$ cat src/rtl/multicycle_control_fsm.sv
// Multi-cycle MIPS control unit: sequences fetch/decode/execute/mem/writeback and drives the datapath.
// Optional JAL support is enabled by defining MC_CTRL_JAL_EN; without it opcode 000011 traps.
module multicycle_control_fsm #(
   parameter int NB_ALUOP    = 3,
   parameter int MEM_TIMEOUT = 16
) (
   input  logic                clk,
   input  logic                i_rst,
   input  logic [5:0]          i_opcode,
   input  logic                i_zero,
   input  logic                i_mem_ready,
   output logic                o_pc_write,
   output logic [1:0]          o_pc_src,
   output logic                o_ir_write,
   output logic                o_iord,
   output logic                o_mem_read,
   output logic                o_mem_write,
   output logic                o_reg_write,
   output logic [1:0]          o_reg_dst,
   output logic [1:0]          o_mem2reg,
   output logic                o_alu_src_a,
   output logic [1:0]          o_alu_src_b,
   output logic                o_ext_zero,
   output logic [NB_ALUOP-1:0] o_alu_op,
   output logic [3:0]          o_state,
   output logic                o_error
);

   typedef enum logic [3:0] {
      S_FETCH = 4'd0, S_DECODE = 4'd1, S_MEM_ADDR = 4'd2, S_MEM_READ = 4'd3,
      S_MEM_WB = 4'd4, S_MEM_WRITE = 4'd5, S_EXEC_R = 4'd6, S_R_WB = 4'd7,
      S_BRANCH = 4'd8, S_JUMP = 4'd9, S_EXEC_I = 4'd10, S_I_WB = 4'd11,
      S_TRAP = 4'd12, S_JAL = 4'd13
   } state_t;

   typedef struct packed {
      logic                pc_write;
      logic [1:0]          pc_src;
      logic                ir_write;
      logic                iord;
      logic                mem_read;
      logic                mem_write;
      logic                reg_write;
      logic [1:0]          reg_dst;
      logic [1:0]          mem2reg;
      logic                alu_src_a;
      logic [1:0]          alu_src_b;
      logic                ext_zero;
      logic [NB_ALUOP-1:0] alu_op;
   } ctrl_t;

   localparam logic [5:0] OP_RTYPE = 6'b000000, OP_LW = 6'b100011, OP_SW = 6'b101011,
                          OP_BEQ = 6'b000100, OP_BNE = 6'b000101, OP_J = 6'b000010,
                          OP_JAL = 6'b000011, OP_ADDI = 6'b001000, OP_SLTI = 6'b001010,
                          OP_ANDI = 6'b001100, OP_ORI = 6'b001101;

   localparam int CW = (MEM_TIMEOUT > 1) ? $clog2(MEM_TIMEOUT) : 1;
   localparam logic [CW-1:0] LIM = CW'(MEM_TIMEOUT - 1);

   state_t        state, nxt;
   ctrl_t         outs, ctrl;
   logic [5:0]    opc_q, op_next;
   logic [CW-1:0] cnt;
   logic          wait_st;

   // Moore part of the control word; registered so it is valid from the first cycle of a state.
   function automatic ctrl_t moore(input state_t s, input logic [5:0] op);
      ctrl_t c;
      c = '0;
      case (s)
         S_FETCH:     begin c.mem_read = 1'b1; c.alu_src_b = 2'b01; end
         S_DECODE:    c.alu_src_b = 2'b11;
         S_MEM_ADDR:  begin c.alu_src_a = 1'b1; c.alu_src_b = 2'b10; end
         S_MEM_READ:  begin c.mem_read = 1'b1; c.iord = 1'b1; end
         S_MEM_WB:    begin c.reg_write = 1'b1; c.mem2reg = 2'b01; end
         S_MEM_WRITE: begin c.mem_write = 1'b1; c.iord = 1'b1; end
         S_EXEC_R:    begin c.alu_src_a = 1'b1; c.alu_op = NB_ALUOP'(3'd2); end
         S_R_WB:      begin c.reg_write = 1'b1; c.reg_dst = 2'b01; end
         S_BRANCH:    begin c.alu_src_a = 1'b1; c.alu_op = NB_ALUOP'(3'd1); c.pc_src = 2'b01; end
         S_JUMP:      begin c.pc_write = 1'b1; c.pc_src = 2'b10; end
         S_EXEC_I: begin
            c.alu_src_a = 1'b1;
            c.alu_src_b = 2'b10;
            case (op)
               OP_SLTI: c.alu_op = NB_ALUOP'(3'd5);
               OP_ANDI: begin c.alu_op = NB_ALUOP'(3'd3); c.ext_zero = 1'b1; end
               OP_ORI:  begin c.alu_op = NB_ALUOP'(3'd4); c.ext_zero = 1'b1; end
               default: c.alu_op = NB_ALUOP'(3'd0);
            endcase
         end
         S_I_WB:      c.reg_write = 1'b1;
         S_JAL: begin
            c.pc_write  = 1'b1; c.pc_src  = 2'b10; c.reg_write = 1'b1;
            c.reg_dst   = 2'b10; c.mem2reg = 2'b10;
         end
         default:     c = '0;
      endcase
      return c;
   endfunction

   assign wait_st = (state == S_FETCH) || (state == S_MEM_READ) || (state == S_MEM_WRITE);
   assign op_next = (state == S_DECODE) ? i_opcode : opc_q;

   always_comb begin
      nxt = state;
      case (state)
         S_FETCH:     if (i_mem_ready) nxt = S_DECODE;
         S_DECODE: begin
            case (i_opcode)
               OP_RTYPE:                          nxt = S_EXEC_R;
               OP_LW, OP_SW:                      nxt = S_MEM_ADDR;
               OP_BEQ, OP_BNE:                    nxt = S_BRANCH;
               OP_J:                              nxt = S_JUMP;
               OP_ADDI, OP_SLTI, OP_ANDI, OP_ORI: nxt = S_EXEC_I;
`ifdef MC_CTRL_JAL_EN
               OP_JAL:                            nxt = S_JAL;
`else
               OP_JAL:                            nxt = S_TRAP;
`endif
               default:                           nxt = S_TRAP;
            endcase
         end
         S_MEM_ADDR:  nxt = (opc_q == OP_SW) ? S_MEM_WRITE : S_MEM_READ;
         S_MEM_READ:  if (i_mem_ready) nxt = S_MEM_WB;
         S_MEM_WRITE: if (i_mem_ready) nxt = S_FETCH;
         S_EXEC_R:    nxt = S_R_WB;
         S_EXEC_I:    nxt = S_I_WB;
         S_MEM_WB, S_R_WB, S_I_WB, S_BRANCH, S_JUMP, S_JAL: nxt = S_FETCH;
         S_TRAP:      nxt = S_TRAP;
         default:     nxt = S_TRAP;
      endcase
      // A ready arriving on the limit cycle still advances normally.
      if (wait_st && !i_mem_ready && cnt == LIM) nxt = S_TRAP;
   end

   always_ff @(posedge clk) begin
      if (i_rst) begin
         state   <= S_FETCH;
         cnt     <= '0;
         o_error <= 1'b0;
         opc_q   <= '0;
         outs    <= moore(S_FETCH, 6'b0);
      end else begin
         state   <= nxt;
         cnt     <= (wait_st && !i_mem_ready && nxt == state) ? cnt + CW'(1) : '0;
         o_error <= o_error | (nxt == S_TRAP);
         if (state == S_DECODE) opc_q <= i_opcode;
         outs    <= moore(nxt, op_next);
      end
   end

   // Handshake-dependent terms are combinational so the datapath acts in the completing cycle.
   always_comb begin
      ctrl = outs;
      if (state == S_FETCH && i_mem_ready) begin
         ctrl.pc_write = 1'b1;
         ctrl.ir_write = 1'b1;
      end
      if (state == S_BRANCH) ctrl.pc_write = (opc_q == OP_BEQ) ? i_zero : !i_zero;
      if (i_rst) ctrl = '0;
   end

   assign o_pc_write  = ctrl.pc_write;
   assign o_pc_src    = ctrl.pc_src;
   assign o_ir_write  = ctrl.ir_write;
   assign o_iord      = ctrl.iord;
   assign o_mem_read  = ctrl.mem_read;
   assign o_mem_write = ctrl.mem_write;
   assign o_reg_write = ctrl.reg_write;
   assign o_reg_dst   = ctrl.reg_dst;
   assign o_mem2reg   = ctrl.mem2reg;
   assign o_alu_src_a = ctrl.alu_src_a;
   assign o_alu_src_b = ctrl.alu_src_b;
   assign o_ext_zero  = ctrl.ext_zero;
   assign o_alu_op    = ctrl.alu_op;
   assign o_state     = state;

endmodule

$ cat config.mk
export PLATFORM = sky130hd
export DESIGN_NAME = multicycle_control_fsm
export DESIGN_NICKNAME = d
export VERILOG_FILES = /design/src/rtl/multicycle_control_fsm.sv
export SDC_FILE = /design/constraint.sdc
export NUM_CORES = 1
export LEC_CHECK = 0
export ABC_AREA = 1
export CELL_PAD_IN_SITES_DETAIL_PLACEMENT = 1
export CELL_PAD_IN_SITES_GLOBAL_PLACEMENT = 2
export CORE_MARGIN = 3
export CORE_UTILIZATION = 27
export CTS_CLUSTER_DIAMETER = 100
export CTS_CLUSTER_SIZE = 10
export DETAILED_ROUTE_END_ITERATION = 8
export PLACE_DENSITY = 0.77
export SETUP_SLACK_MARGIN = 0.15
export SYNTH_ARGS = -nofsm -noshare
export SYNTH_HDL_FRONTEND = slang
export SYNTH_SLANG_ARGS = --single-unit
$ cat constraint.sdc
create_clock -name clk -period 1.9 [get_ports clk]
set_clock_uncertainty 0.05 [all_clocks]
set_input_delay 0.38 -clock clk [delete_from_list [all_inputs] [get_ports clk]]
set_output_delay 0.38 -clock clk [all_outputs]
set_load 0.1 [all_outputs]
==> results_dict.tcl <==
set metrics [dict create \
    outcome "finished, violations left" \
    violations "setup timing" \
    grtUsageTotal 0.1603 \
    yosysSeqAreaShare 0.3681 \
    place_congestion 0.8014 \
    power.static_leakage_nw 1.455 \
    routed_wl_microns 6061 \
    via_per_inst 4.556 \
    crit_chain "nor2_4 -> nand3_2 -> nor3_2 -> xor2_1 -> nand2_1 -> nand2_2 -> clkinvlp_4 -> buf_12" \
    synth_area_sq_mm 0.001740 \
    busiest_layer "met2" \
    grt_use_met3 0.02567 \
    dp_slack_ps -443.0 \
    slowest_stage "dfxtp_2" \
    cts_made_buffers 5 \
    cp_data_required_time_ps 1470 \
    grt_pass1_vias 2010 \
    yosysWarnings 0 \
    slowest_delay_ps 340 \
    antenna_cells 0 \
    hold_violations 0 \
    final_area_sq_mm 0.003391 \
    die_height_microns 86.29 \
    cts_sinks 32 \
    worstSetupPathType "register to output pin" \
    core_sq_mm 0.006096 \
    worst_setup_path_start_kind "register" \
    syn_nets 276 \
    port_buffers 33 \
    core.rowCount 28 \
    dp_hpwl_microns 4107 \
    final-setup-viol-count 13 \
    place_area_sq_mm 0.002699 \
    dieArea_sq_mm 0.007445 \
    cts_tree "done" \
    synthCells 265 \
    first_pass_iters 4 \
    gr-usage-met1 0.1949 \
    clockBufferDepth 2 \
    fin_crit_sh 1.066 \
    startpoint "opc_q[3]$_SDFF_PP0_" \
    ys_types 30 \
    yosysTopAreaCell "dfxtp_1" \
    drc 0 \
    wire_per_inst_microns 14.23 \
    postLayoutSetupSlackWorst_ps -124.5 \
    synth.area.top_cells "dfxtp_1 (37%), nor2_1 (13%), inv_1 (9.7%)" \
    nets 361 \
    grt_pass1_wl_microns 9377 \
    peakVddDrop_uv 335.9 \
    rsz0062_at_grt "yes" \
    grt_max_degree 11 \
    cts_hold_buffers 0 \
    drv_slew 0 \
    syn_avg_cell_area_sq_um 6.568 \
    cp_max_fo 2 \
    worstHoldPathType "register to register" \
    fmaxAchievable_mhz 493.9 \
    grt_overflow 0 \
    cp.arrival_ps 1590 \
    min_period_ps 2025 \
    r2r_start "o_state[0]$_SDFF_PP0_" \
    synth-seq-cells 32 \
    drt-initial-drc-count 49 \
    drtAntennaViolNets 0 \
    hp-start "cnt[0]$_SDFF_PP0_" \
    areaGrowthSynthToFinish_pct 94.82 \
    grtUsageMet2 0.2901 \
    root_buffer "clkbuf_8" \
    clk_latency_ps 290 \
    drive_gt1_frac 0.5385 \
    drv_cap 0 \
    cts_htree_levels 2 \
    end_kind "output pin" \
    start_util 0.2855 \
    antenna_found_initial 0 \
    ioPinCount 34 \
    num_vias 1941 \
    path_clk_slew_ps 80 \
    powerDensity_mw_per_mm2 661.4 \
    die_x_microns 86.29 \
    synth_top_area_frac 0.3681 \
]
==> registers in the layout, summed over array words and instances (netlist names) <==
name	flops
outs	17
opc_q	6
cnt	4
o_state	4
o_error	1
==> worst paths after layout <==
kind | end | slack, ps | cells past startpoint
max | o_pc_write | -120 | 8
min | cnt[0]$_SDFF_PP0_ | 430 | 1
max reg2reg | outs[14]$_SDFF_PP0_ | -100 | 11
min reg2reg | cnt[0]$_SDFF_PP0_ | 430 | 1
==> layout make-up <==
type	instances	area, sq um
well taps	75	93.84
clock buffers	7	76.32
clock inverters	1	5.005
flip-flops and latches	32	658.1
repair buffers	84	1016
fillers	707	2705
inverters	46	178.9
multi-input cells	181	1363
==> cell usage after synthesis, drive strengths merged <==
cell type	n
clkbuf	3
a21oi	10
inv	46
xor2	2
nand3	26
nor3	5
nand3b	2
conb	1
nor2	66
buf	3
nor4	3
dfxtp	32
o21ai	9
xnor2	1
and3	1
ha	1
or2	1
and2	2
nand4	4
nand2	47
==> layout by cell type (no fill, tap or decap), types with 3 or more instances in the layout <==
master         count
a21oi_1            4
o21ai_2            6
nand2_1           27
nand4_1            4
nand2_2           12
dfxtp_1           26
clkbuf_8           5
buf_4             34
nor2_2            15
buf_6             14
dfxtp_4            4
buf_12            26
o21ai_4            3
nand3_4            5
nor3_2             5
nand3_2            7
a21oi_2            5
inv_2              5
inv_1             39
nor2_1            27
nand3_1           14
nor2_4            24
dlygate4sd2_1      6
nand2_4            7
==> worst max-delay path: cells and delay by family, from the launching register on <==
family	cells	cell delay [ps]
xor+xnor	1	220
buf+inv	2	270
simple gates	5	470
flops	1	340
==> power by group <==
part	total, mW	switching (mW)	internal (mW)
Sequential	0.748	0.0391	0.709
Combinational	0.972	0.579	0.393
Clock	0.523	0.265	0.257
==> through the flow <==
step / utilization / cells / power [mW] / hold slack [ps] / TNS (ps)
3_5_place_dp: 0.4427 / 394 / 1.454 / 414.8 / -6277
6_report: 0.5562 / 426 / 2.243 / 425.1 / -640.9
2_1_floorplan: - / 265 / 1.201 / 382.7 / -831.7
5_1_grt: 0.5562 / 426 / 2.350 / 458.1 / -2466
3_3_place_gp: 0.4427 / 394 / 1.445 / 401.7 / -5838
4_1_cts: 0.5043 / 417 / 2.111 / 428.3 / -229.1
==> cells by family after synthesis <==
kind of cell | count (synthesis) | synth area share
xor gates and xnor gates | 3 | 0.01510
AOI/OAI and AO/OA | 19 | 0.06758
adders and majority gates | 1 | 0.007188
other | 1 | 0.002155
buffers and inverters | 52 | 0.1229
DFF | 32 | 0.3681
and+or+nand+nor | 157 | 0.4170
==> repair_timing <==
item                                    CTS  global route
setup buffers                            14             9
gates cloned                              1             0
pin swaps                                26            32
gates resized for setup                  52            58
endpoints found under the setup margin   22            24
==> metal layers <==
layer / vias up / wire length [microns]
li1: 995 / -
met1: 915 / 2602
met2: 25 / 3249
met3: 6 / 137
met4: 0 / 72
met5: - / 0
Power figures use the tool's default switching activity.
